==> config.mk <==
export PLATFORM = sky130hd
export DESIGN_NAME = sum_accum_flat
export DESIGN_NICKNAME = d
export VERILOG_FILES = /design/src/rtl/sum_accum_pkg.sv /design/src/rtl/sum_accum_if.sv /design/src/rtl/sum_accum_lane_sum.sv /design/src/rtl/sum_accum.sv /design/src/flat_wrapper.sv
export SDC_FILE = /design/constraint.sdc
export NUM_CORES = 1
export LEC_CHECK = 0
export ABC_AREA = 1
export BUFFER_PORTS_ARGS = -buffer_cell sky130_fd_sc_hd__buf_2
export CORE_MARGIN = 3
export CORE_UTILIZATION = 30
export CTS_CLUSTER_DIAMETER = 100
export DETAILED_ROUTE_END_ITERATION = 7
export HOLD_SLACK_MARGIN = 0.06
export SLEW_MARGIN = 15
export SYNTH_ARGS = -nofsm -noshare
export SYNTH_HDL_FRONTEND = slang
export SYNTH_SLANG_ARGS = --single-unit
==> constraint.sdc <==
create_clock -name clk -period 4.42 [get_ports clk]
set_clock_uncertainty 0.15 [all_clocks]
set_input_delay 0.884 -clock clk [delete_from_list [all_inputs] [get_ports clk]]
set_output_delay 0.884 -clock clk [all_outputs]
set_load 0.01 [all_outputs]
==> src/rtl/sum_accum_pkg.sv <==
// Shared definitions for the sum_accum block: beat mode encoding and
// the minimum result width needed to hold a full beat sum without wrap.
package sum_accum_pkg;

    typedef enum logic {
        MODE_SUM = 1'b0,
        MODE_ACC = 1'b1
    } mode_e;

    function automatic int unsigned min_aw(input int unsigned w, input int unsigned n);
        return w + $clog2(n) + 1;
    endfunction

endpackage

==> src/rtl/sum_accum_if.sv <==
// Beat/result handshake bundle for sum_accum; the slave modport is the block
// side, the master modport is the upstream/downstream side.
interface sum_accum_if #(
    parameter int unsigned W  = 8,
    parameter int unsigned N  = 4,
    parameter int unsigned AW = 12
);
    logic           in_valid;
    logic           in_ready;
    logic [N*W-1:0] ins;
    logic           cin;
    logic           mode;
    logic           acc_clr;
    logic           out_valid;
    logic           out_ready;
    logic [AW-1:0]  sm;
    logic           sm_zero;
    logic           sm_ovf;

    modport slave (
        input  in_valid, ins, cin, mode, acc_clr, out_ready,
        output in_ready, out_valid, sm, sm_zero, sm_ovf
    );

    modport master (
        output in_valid, ins, cin, mode, acc_clr, out_ready,
        input  in_ready, out_valid, sm, sm_zero, sm_ovf
    );
endinterface

==> src/rtl/sum_accum_lane_sum.sv <==
// Combinational adder of L unsigned W-bit lanes into an OW-bit sum.
module lane_sum #(
    parameter int unsigned W  = 8,
    parameter int unsigned L  = 2,
    parameter int unsigned OW = 10
) (
    input  logic [L*W-1:0] lanes,
    output logic [OW-1:0]  sum
);
    always_comb begin
        sum = '0;
        for (int unsigned k = 0; k < L; k++) begin
            sum = sum + OW'(lanes[k*W +: W]);
        end
    end
endmodule

==> src/rtl/sum_accum.sv <==
// Two-stage lane summer/accumulator: S1 registers two half-sums, S2 adds them
// (plus carry-in and optional accumulator) into the registered result.
module sum_accum
    import sum_accum_pkg::*;
#(
    parameter int unsigned W  = 8,
    parameter int unsigned N  = 4,
    parameter int unsigned AW = 12
) (
    input  logic           clk,
    input  logic           rst,
    sum_accum_if.slave     bus
);
    localparam int unsigned HALF = N / 2;
    localparam int unsigned HW   = W + $clog2(N);
    localparam int unsigned SW   = AW + 1;

    if (AW < min_aw(W, N) || N < 2 || (N % 2) != 0) begin : g_bad_params
        $error("sum_accum: illegal W/N/AW combination");
    end

    logic [HW-1:0] h0, h1;
    logic [HW-1:0] s1_h0, s1_h1;
    logic          s1_valid, s1_cin, s1_clr;
    mode_e         s1_mode;

    logic          out_valid_q, sm_zero_q, sm_ovf_q;
    logic [AW-1:0] sm_q, acc, base;
    logic [SW-1:0] total;
    logic          s1_load, s2_load;

    lane_sum #(.W(W), .L(HALF), .OW(HW)) u_lo (
        .lanes (bus.ins[HALF*W-1:0]),
        .sum   (h0)
    );

    lane_sum #(.W(W), .L(HALF), .OW(HW)) u_hi (
        .lanes (bus.ins[N*W-1:HALF*W]),
        .sum   (h1)
    );

    // in_ready depends only on registered state and out_ready, never on in_valid
    always_comb begin
        s2_load = s1_valid && (!out_valid_q || bus.out_ready);
        s1_load = bus.in_valid && (!s1_valid || s2_load);
    end

    always_comb begin
        base  = (s1_mode == MODE_ACC && !s1_clr) ? acc : '0;
        total = SW'(base) + SW'(s1_h0) + SW'(s1_h1) + SW'(s1_cin);
    end

    always_ff @(posedge clk) begin
        if (rst) begin
            s1_valid    <= 1'b0;
            s1_h0       <= '0;
            s1_h1       <= '0;
            s1_cin      <= 1'b0;
            s1_clr      <= 1'b0;
            s1_mode     <= MODE_SUM;
            out_valid_q <= 1'b0;
            sm_q        <= '0;
            sm_zero_q   <= 1'b0;
            sm_ovf_q    <= 1'b0;
            acc         <= '0;
        end else begin
            if (s1_load) begin
                s1_valid <= 1'b1;
                s1_h0    <= h0;
                s1_h1    <= h1;
                s1_cin   <= bus.cin;
                s1_clr   <= bus.acc_clr;
                s1_mode  <= mode_e'(bus.mode);
            end else if (s2_load) begin
                s1_valid <= 1'b0;
            end

            // acc updates on the same edge as S2 so the next beat chains onto it
            if (s2_load) begin
                out_valid_q <= 1'b1;
                sm_q        <= total[AW-1:0];
                sm_zero_q   <= (total[AW-1:0] == '0);
                sm_ovf_q    <= total[AW];
                if (s1_mode == MODE_ACC) begin
                    acc <= total[AW-1:0];
                end else if (s1_clr) begin
                    acc <= '0;
                end
            end else if (bus.out_ready) begin
                out_valid_q <= 1'b0;
            end
        end
    end

    assign bus.in_ready  = !s1_valid || s2_load;
    assign bus.out_valid = out_valid_q;
    assign bus.sm        = sm_q;
    assign bus.sm_zero   = sm_zero_q;
    assign bus.sm_ovf    = sm_ovf_q;

endmodule

==> src/flat_wrapper.sv <==
// flat-port wrapper written by rule: the top's interface ports become plain ports
module sum_accum_flat import sum_accum_pkg::*;
#(
    parameter int unsigned W  = 8,
    parameter int unsigned N  = 4,
    parameter int unsigned AW = 12
)
  (clk, rst, bus_in_valid, bus_ins, bus_cin, bus_mode, bus_acc_clr, bus_out_ready, bus_in_ready, bus_out_valid, bus_sm, bus_sm_zero, bus_sm_ovf);
  sum_accum_if #(.W(W), .N(N), .AW(AW)) bus_i ();
  input  logic clk;
  input  logic rst;
  input wire logic [$bits(bus_i.in_valid)-1:0] bus_in_valid;
  input wire logic [$bits(bus_i.ins)-1:0] bus_ins;
  input wire logic [$bits(bus_i.cin)-1:0] bus_cin;
  input wire logic [$bits(bus_i.mode)-1:0] bus_mode;
  input wire logic [$bits(bus_i.acc_clr)-1:0] bus_acc_clr;
  input wire logic [$bits(bus_i.out_ready)-1:0] bus_out_ready;
  output wire logic [$bits(bus_i.in_ready)-1:0] bus_in_ready;
  output wire logic [$bits(bus_i.out_valid)-1:0] bus_out_valid;
  output wire logic [$bits(bus_i.sm)-1:0] bus_sm;
  output wire logic [$bits(bus_i.sm_zero)-1:0] bus_sm_zero;
  output wire logic [$bits(bus_i.sm_ovf)-1:0] bus_sm_ovf;
  assign bus_i.in_valid = bus_in_valid;
  assign bus_i.ins = bus_ins;
  assign bus_i.cin = bus_cin;
  assign bus_i.mode = bus_mode;
  assign bus_i.acc_clr = bus_acc_clr;
  assign bus_i.out_ready = bus_out_ready;
  assign bus_in_ready = bus_i.in_ready;
  assign bus_out_valid = bus_i.out_valid;
  assign bus_sm = bus_i.sm;
  assign bus_sm_zero = bus_i.sm_zero;
  assign bus_sm_ovf = bus_i.sm_ovf;
  sum_accum #(.W(W), .N(N), .AW(AW)) u_core (.clk(clk), .rst(rst), .bus(bus_i));
endmodule
==> impl_metrics.csv, run 1 <==
group,metric,value,unit
clock_tree,cts_hold_buf,0,
run,maxCapViolCount,0,
synth,synthCells,471,
grt,antenna_found_initial,0,
floorplanning,io_pins,55,
floorplanning,fp-row-count,37,
routing,vias_per_cell,4.51,
timing,setup_viol,0,
floorplanning,initial_core_util,0.312,
synth,synth_top_area_frac,0.301,
setup_path,crit_type,"reg -> reg",
timing,grt_setup_unrepaired,"false",
hold_path,hold_class,"reg -> reg",
synth,ys_types,25,
clock_tree,path_clk_slew,0.10,ns
clock_tree,cts_htree_levels,2,
setup_path,worst-path-max-fanout,14,
cells_and_area,n_antenna_cell,0,
clock_tree,cts_resized,0,
timing,fin_crit_sh,0.740,
routing,wl_per_cell,11.3,um
pwr,power_density,296,nW/um2
routing,final_antenna_net_count,0,
synth,synth_ff_type,"dfxtp_1",
timing,hold_viol_final,0,
synth,synthArstFlopShare,0,
synth,synth.yosys.seq_area_share,0.301,
routing,drtPass1Iterations,4,
synth,synth_commonest_cells,"nand2_1 (110), inv_1 (70), nor2_1 (51), dfxtp_1 (49), a21oi_1 (46)",
timing,relSlewSlack,0.543,
synth,synthesis.nets,548,
synth,yosysWarnings,0,
synth,synth_area_leaders,"dfxtp_1 (30%), nand2_1 (13%), ha_1 (10%)",
setup_path,end_kind,"flop",
grt,grt_pass1_vias,2834,
synth,synth_edf_count,0,
floorplanning,dieArea,12200,um2
routing,drtIter0Drc,104,
setup_path,cp-start-kind,"flop",
cells_and_area,drive_gt1_frac,0.140,
routing,drt-total-wl,7.42,mm
clock_tree,cts_tree,"yes",
timing,slew_violations,0,
cells_and_area,final_nets,596,
timing,fmaxAchievable,306,MHz
clock_tree,cts-root-buf,"clkbuf_8",
grt,grt_pass1_wl,12.7,mm
synth,synth.most_common_cell,"nand2_1",
timing,worst_pin_slew,0.686,ns
clock_tree,clock_latency,0.30,ns
setup_path,crit_arrival,3.37,ns
pwr,power.leakage,1.90,nW
cells_and_area,final_cell_count_no_fill,656,
floorplanning,core,10500,um2
setup_path,required,4.52,ns
synth,ys_seq_elements,49,
synth,synth.avg_cell_area,6.93,um2
clock_tree,post_cts_buffers,0,
timing,setup-tns-final,0,ns
cells_and_area,areaGrowthSynthToFinish,15.6,%
floorplanning,die_x,110,um
floorplanning,die_y,110,um
clock_tree,clock-sinks,49,
routing,vias,2959,
placement,hpwl,5.94,mm
clock_tree,cts_inserted_buffers,5,
timing,holdWs,0.316,ns
grt,grtUsageTotal,0.131,
placement,dpl.cell_count,648,
placement,globalplace.congestion,0.821,
timing,fin_crit,3.27,ns
grt,grt_max_degree,35,
synth,syn-cell-area,3260,um2
routing,drc,0,
grt,grt-ovfl-total,0,
placement,port_buffers,54,
clock_tree,clk_path_buf_depth,2,
pwr,peakVddDrop,0.000180,V
synth,yosysTopAreaCell,"dfxtp_1",
run_status,status,"completed",
## worst max-delay path, stage by stage (launching register included)
cell and delay, ns:
dfxtp_1 0.47, nand2_2 0.32, nor2_1 0.10, fa_1 0.49, ha_1 0.19, inv_1 0.06, fa_1 0.43, inv_1 0.12
nand3_1 0.09, nand2_1 0.11, nand4_1 0.14, nand2_1 0.09, nand2_1 0.05, nand2_1 0.10, nand3_1 0.08, nor2_1 0.11
nor2_1 0.05, nor2_1 0.07
## state kept, by name (all words and copies together) (netlist names)
| signal | count |
|---|---|
| u_core.bus.sm_zero | 1 |
| u_core.s1_h1 | 9 |
| u_core.bus.out_valid | 1 |
| u_core.s1_clr | 1 |
| u_core.s1_mode | 1 |
| u_core.s1_h0 | 9 |
| u_core.bus.sm | 12 |
| u_core.bus.sm_ovf | 1 |
| u_core.s1_valid | 1 |
| u_core.acc | 12 |
| u_core.s1_cin | 1 |
## area by class of cell
cell class / count / area, um2
fill: 1188 / 6690
clock buffer: 5 / 68.8
timing repair buffer: 56 / 285
sequential: 49 / 981
clock inverter: 3 / 43.8
inverter: 73 / 274
multi-input combinational: 334 / 1950
tap: 136 / 170
## metal layers
layer,vias up,part of all wire,global-route usage
met2,38,0.48,0.224
met3,6,0.029,0.0186
met4,0,0.0057,0.0317
met1,1318,0.48,0.175
li1,1597,-,-
met5,-,0,0
## layout by cell type (no fill, tap or decap)
cell type	n
nand2_1	110
inv_1	70
buf_2	54
nor2_1	51
dfxtp_1	49
a21oi_1	45
nand3_1	27
ha_1	26
o21ai_0	22
fa_1	12
xor2_1	8
nand4_1	6
clkbuf_8	5
nand3b_1	4
o21ai_1	4
inv_2	3
o21bai_1	3
o211ai_1	3
nand2_2	2
nand3_2	2
a31oi_1	2
o221ai_1	2
xnor2_1	2
buf_4	2
a21oi_2	1
nor2_4	1
nor3_1	1
bufinv_16	1
inv_6	1
clkinv_2	1
## final timing paths
kind | startpoint | endpoint | slack [ns] | depth (start not counted)
min | u_core.bus.sm[0]$_SDFFE_PP0P_ | u_core.bus.sm[0]$_SDFFE_PP0P_ | 0.32 | 2
min reg2reg | u_core.bus.sm[0]$_SDFFE_PP0P_ | u_core.bus.sm[0]$_SDFFE_PP0P_ | 0.32 | 2
max reg2reg | u_core.s1_mode$_SDFFE_PP0P_ | u_core.bus.sm_zero$_SDFFE_PP0P_ | 1.15 | 17
max | u_core.s1_mode$_SDFFE_PP0P_ | u_core.bus.sm_zero$_SDFFE_PP0P_ | 1.15 | 17
## kinds of logic (layout without fill, tap and decap cells)
group | after synthesis | in the layout | share of synthesized area
compound gates | 82 | 82 | 0.133
xor+xnor | 10 | 10 | 0.0269
fa+ha+maj | 38 | 38 | 0.173
buf+inv | 88 | 137 | 0.103
flops | 49 | 49 | 0.301
simple gates | 204 | 204 | 0.262
## where the power goes
group	internal, W	total [W]	switching, W
logic	0.000115	0.000295	0.000180
clock network	0.000170	0.000328	0.000159
registers	0.000470	0.000493	0.0000228
total	0.000755	0.00112	0.000361
## through the flow
| step | cell area [um2] | utilization | worst slack [ns] | total power [W] |
|---|---|---|---|---|
| 3_5_place_dp | 3660 | 0.350 | 1.16 | 0.000802 |
| 6_report | 3770 | 0.360 | 1.15 | 0.00112 |
| 3_3_place_gp | 3660 | 0.350 | 1.21 | 0.000799 |
| 4_1_cts | 3770 | 0.360 | 1.14 | 0.00113 |
| 5_1_grt | 3770 | 0.360 | 0.855 | 0.00120 |
| 2_1_floorplan | 3260 | - | 1.55 | 0.000718 |
(Power assumes the default switching activity.)
==> inputs of run 2 (changes only) <==
==> constraint.sdc (replaced) <==
create_clock -name clk -period 2.95 [get_ports clk]
set_clock_uncertainty 0.15 [all_clocks]
set_input_delay 0.59 -clock clk [delete_from_list [all_inputs] [get_ports clk]]
set_output_delay 0.59 -clock clk [all_outputs]
set_load 0.01 [all_outputs]
==> impl_metrics.csv, run 2 (same netlist as run 1, synthesis figures left out) <==
group,metric,value,unit
floorplanning,dieArea,12200,um2
routing,wl_per_cell,11.2,um
clock_tree,cts_htree_levels,2,
setup_path,end_kind,"flop",
floorplanning,die_y,110,um
setup_path,crit_arrival,2.87,ns
clock_tree,clock_latency,0.30,ns
clock_tree,cts_inserted_buffers,5,
timing,fin_crit_sh,0.937,
routing,vias,3036,
setup_path,crit_type,"reg -> reg",
timing,setup_viol,0,
timing,worst_pin_slew,0.460,ns
grt,grt-ovfl-total,0,
clock_tree,clk_path_buf_depth,2,
pwr,power.leakage,1.91,nW
placement,hpwl,5.84,mm
clock_tree,cts_tree,"yes",
run_status,status,"completed",
run,maxCapViolCount,0,
cells_and_area,seq_area,982,um2
clock_tree,path_clk_slew,0.10,ns
floorplanning,io_pins,55,
timing,hold_viol_final,0,
timing,relSlewSlack,0.693,
grt,grt_max_degree,34,
cells_and_area,final_common_cell,"nand2_1",
placement,globalplace.congestion,0.857,
timing,holdWs,0.313,ns
floorplanning,die_x,110,um
pwr,power_density,439,nW/um2
timing,fin_crit,2.76,ns
routing,drc,0,
floorplanning,core,10500,um2
clock_tree,cts-root-buf,"clkbuf_8",
timing,fmaxAchievable,362,MHz
grt,grt_pass1_wl,12.3,mm
routing,vias_per_cell,4.59,
timing,slew_violations,0,
timing,setup-tns-final,0,ns
routing,drtPass1Iterations,4,
routing,drt-total-wl,7.40,mm
clock_tree,clock-sinks,49,
pwr,peakVddDrop,0.000179,V
cells_and_area,fill_cells,1138,
setup_path,worst-path-max-fanout,8,
grt,antenna_found_initial,0,
cells_and_area,final_nets,602,
grt,grtUsageTotal,0.125,
cells_and_area,n_antenna_cell,0,
routing,drtIter0Drc,96,
cells_and_area,areaGrowthSynthToFinish,19.3,%
floorplanning,fp-row-count,37,
cells_and_area,drive_gt1_frac,0.177,
cells_and_area,multiInputGateArea,2020,um2
floorplanning,initial_core_util,0.312,
hold_path,hold_class,"reg -> reg",
setup_path,required,3.05,ns
cells_and_area,layout_common_cells,"nand2_1 (109), inv_1 (69), buf_2 (54)",
grt,grt_pass1_vias,2869,
placement,port_buffers,54,
routing,final_antenna_net_count,0,
setup_path,cp-start-kind,"flop",
## run 2: changes by cell type in the layout (fill, tap and decap cells not counted), sizes merged
cell    change
buf         +6
clkbuf      +1
inv         -1
## run 2: layout make-up
class                           instances  share of cell area
Inverter                               73              0.0704
Sequential cell                        49               0.252
Multi-Input combinational cell        334               0.520
Tap cell                              136              0.0437
Timing Repair Buffer                   62              0.0849
Clock inverter                          2             0.00997
Clock buffer                            6              0.0186
## run 2: what timing repair did
| action | in CTS | in global routing |
|---|---|---|
| resized for setup | 0 | 17 |
| hold buffers | 0 | 0 |
| buffers inserted | 0 | 2 |
| endpoints found under the setup margin | 0 | 6 |
## run 2: report_power, final
part	internal, W	switching [W]
combinational	0.000199	0.000287
clock	0.000255	0.000232
sequential	0.000705	0.0000321
total	0.00116	0.000550
## run 2: routing by layer
layer	vias to the layer above	part of all wire	global-route usage
li1	1611	-	-
met1	1345	0.45	0.156
met2	72	0.49	0.222
met3	8	0.044	0.0215
met4	0	0.013	0.0317
met5	-	0	0
## run 2: path summary, 6_finish.rpt
check	cells after the start	startpoint	to	slack, ns
min reg2reg	2	u_core.bus.sm[0]$_SDFFE_PP0P_	u_core.bus.sm[0]$_SDFFE_PP0P_	0.31
min	2	u_core.bus.sm[0]$_SDFFE_PP0P_	u_core.bus.sm[0]$_SDFFE_PP0P_	0.31
max	18	u_core.s1_clr$_SDFFE_PP0P_	u_core.bus.sm_zero$_SDFFE_PP0P_	0.19
max reg2reg	18	u_core.s1_clr$_SDFFE_PP0P_	u_core.bus.sm_zero$_SDFFE_PP0P_	0.19
## run 2: worst max-delay path, cell delays in order (launching register included)
cell and delay, ns:
dfxtp_2 0.33, inv_1 0.06, nand2_4 0.12, nor2_1 0.06, fa_1 0.48, ha_2 0.19
inv_1 0.06, fa_2 0.39, inv_2 0.08, nand3_2 0.08, nand2_2 0.08, nand4_1 0.12
nand2_1 0.10, nand2_1 0.05, nand2_1 0.07, nand3_1 0.08, nor2_1 0.10, nor2_1 0.04
nor2_1 0.07
## run 2: through the flow
step	power (W)	utilization	instances	setup slack, ns	instance area [um2]
2_1_floorplan	0.00108	-	471	0.0765	3260
6_report	0.00171	0.372	662	0.185	3890
4_1_cts	0.00170	0.363	660	0.0918	3800
3_3_place_gp	0.00120	0.353	652	0.184	3690
3_5_place_dp	0.00121	0.353	652	0.110	3690
5_1_grt	0.00183	0.372	662	-0.0181	3890
==> inputs of run 3 (changes only) <==
--- a/config.mk
+++ b/config.mk
@@ -7,11 +7,16 @@
 export LEC_CHECK = 0
 export ABC_AREA = 1
 export BUFFER_PORTS_ARGS = -buffer_cell sky130_fd_sc_hd__buf_2
+export CELL_PAD_IN_SITES_DETAIL_PLACEMENT = 1
+export CELL_PAD_IN_SITES_GLOBAL_PLACEMENT = 1
 export CORE_MARGIN = 3
 export CORE_UTILIZATION = 30
 export CTS_CLUSTER_DIAMETER = 100
+export CTS_CLUSTER_SIZE = 28
 export DETAILED_ROUTE_END_ITERATION = 7
 export HOLD_SLACK_MARGIN = 0.06
+export PLACE_DENSITY_LB_ADDON = 0.1
+export SETUP_SLACK_MARGIN = 0.02
 export SLEW_MARGIN = 15
 export SYNTH_ARGS = -nofsm -noshare
 export SYNTH_HDL_FRONTEND = slang
==> impl_metrics.csv, run 3 (same netlist as run 1, synthesis figures left out) <==
group,metric,value,unit
cells_and_area,final_cell_count_no_fill,669,
routing,drtIter0Drc,73,
setup_path,required,3.05,ns
timing,fin_crit_sh,0.976,
setup_path,cp-start-kind,"flop",
floorplanning,die_y,110,um
clock_tree,clk_path_buf_depth,2,
timing,setup_viol,0,
hold_path,holdCritStartpoint,"u_core.bus.sm[9]$_SDFFE_PP0P_",
clock_tree,path_clk_slew,0.10,ns
clock_tree,cts-root-buf,"clkbuf_8",
clock_tree,clock-sinks,49,
cells_and_area,layout_common_cells,"nand2_1 (105), inv_1 (67), buf_2 (54)",
clock_tree,clock_latency,0.31,ns
pwr,finalPower,0.00174,W
cells_and_area,drive_gt1_frac,0.223,
grt,grt_pass1_wl,14.8,mm
floorplanning,io_pins,55,
placement,hpwl,7.01,mm
timing,grt_setup_unrepaired,"true",
setup_path,end_kind,"flop",
cells_and_area,fill_cells,1345,
clock_tree,cts_tree,"yes",
routing,drtPass1Iterations,4,
floorplanning,initial_core_util,0.312,
hold_path,hold_class,"reg -> reg",
setup_path,crit_arrival,2.98,ns
floorplanning,core,10500,um2
setup_path,reg2reg_from,"u_core.s1_clr$_SDFFE_PP0P_",
clock_tree,cts_htree_levels,2,
run_status,status,"completed",
floorplanning,fp-row-count,37,
grt,grt_pass1_vias,3167,
routing,vias,3131,
cells_and_area,areaGrowthSynthToFinish,23.7,%
setup_path,worst_r2r_path_depth,18,
cells_and_area,multiInputGateArea,2120,um2
clock_tree,cts_inserted_buffers,5,
setup_path,crit_end,"u_core.bus.sm_zero$_SDFFE_PP0P_",
placement,port_buffers,54,
timing,fin_crit,2.88,ns
placement,globalplace.congestion,0.827,
grt,grt_max_degree,34,
pwr,power.leakage,1.95,nW
pwr,peakVddDrop,0.000193,V
setup_path,worst-path-max-fanout,6,
grt,grt-ovfl-total,0,
timing,slew_violations,0,
timing,relSlewSlack,0.671,
pwr,power_density,430,nW/um2
routing,drc,0,
grt,grtUsageTotal,0.154,
timing,worst_pin_slew,0.492,ns
run,maxCapViolCount,0,
routing,final_antenna_net_count,0,
floorplanning,dieArea,12200,um2
cells_and_area,final_common_cell,"nand2_1",
setup_path,crit_type,"reg -> reg",
cells_and_area,n_antenna_cell,0,
timing,hold_viol_final,0,
placement,dpl.cell_count,653,
timing,fmaxAchievable,347,MHz
setup_path,crit_path_start,"u_core.s1_clr$_SDFFE_PP0P_",
floorplanning,die_x,110,um
setup_path,r2r_end,"u_core.bus.sm_zero$_SDFFE_PP0P_",
cells_and_area,final_nets,609,
routing,drt-total-wl,8.98,mm
setup_path,r2r_setup_slack,0.07,ns
grt,antenna_found_initial,0,
cells_and_area,seq_area,983,um2
routing,vias_per_cell,4.68,
routing,wl_per_cell,13.4,um
==> run 3: final cells by class <==
| type | instances | area share |
|---|---|---|
| Sequential cell | 49 | 0.244 |
| Multi-Input combinational cell | 334 | 0.526 |
| Clock buffer | 6 | 0.0205 |
| Inverter | 73 | 0.0679 |
| Tap cell | 136 | 0.0422 |
| Clock inverter | 2 | 0.00341 |
| Timing Repair Buffer | 69 | 0.0958 |
==> run 3: per-layer routing <==
layer  vias up  share of wire  track usage
met3         5          0.025       0.0285
met1      1472           0.48        0.206
met5         -              0            0
met2        30           0.49        0.264
met4         0         0.0053       0.0211
li1       1624              -            -
==> run 3: report_power, final <==
part           switching (W)  leakage [nW]  internal [W]
combinational       0.000323          1.49      0.000239
sequential         0.0000316         0.402      0.000705
clock               0.000245        0.0512      0.000191
==> run 3: worst min-delay path by stage <==
stage / end / slack [ns] / depth (start not counted)
2_1_floorplan: u_core.acc[0]$_SDFFE_PP0P_ / 0.29 / 2
3_5_place_dp: u_core.bus.sm[11]$_SDFFE_PP0P_ / 0.31 / 2
6_report: u_core.bus.sm[9]$_SDFFE_PP0P_ / 0.32 / 2
3_3_place_gp: u_core.acc[1]$_SDFFE_PP0P_ / 0.30 / 2
5_1_grt: u_core.bus.sm[0]$_SDFFE_PP0P_ / 0.34 / 2
4_1_cts: u_core.bus.sm[11]$_SDFFE_PP0P_ / 0.32 / 2
==> run 3: what timing repair did <==
action / CTS / global route
hold buffers: 0 / 0
gates resized for setup: 2 / 44
gates cloned: 0 / 0
setup endpoints to repair: 3 / 10
buffers inserted: 0 / 8
pin swaps: 0 / 17
==> run 3: through the flow <==
stage | cell area [um2] | setup WS [ns] | util | hold WS [ns] | setup TNS [ns]
floorplan | 3260 | 0.0765 | - | 0.291 | 0
global placement | 3700 | 0.0378 | 0.353 | 0.301 | 0
detailed placement | 3700 | -0.0550 | 0.353 | 0.307 | -0.0667
CTS | 3800 | 0.0270 | 0.363 | 0.323 | 0
global route | 4030 | -0.128 | 0.386 | 0.340 | -0.167
finish | 4030 | 0.0701 | 0.386 | 0.319 | 0
==> run 3: worst max-delay path, stage by stage (launching register included) <==
cell,delay (ns)
dfxtp_2,0.34
inv_2,0.04
nand2_4,0.11
nor2_2,0.05
fa_1,0.51
ha_2,0.19
inv_2,0.04
fa_2,0.40
inv_2,0.08
nand3_2,0.08
nand2_2,0.08
nand2_1,0.05
nand2_1,0.08
nand3_1,0.11
nor2_1,0.13
nand4_1,0.12
nor2_2,0.12
nor2_1,0.04
nor2_1,0.07
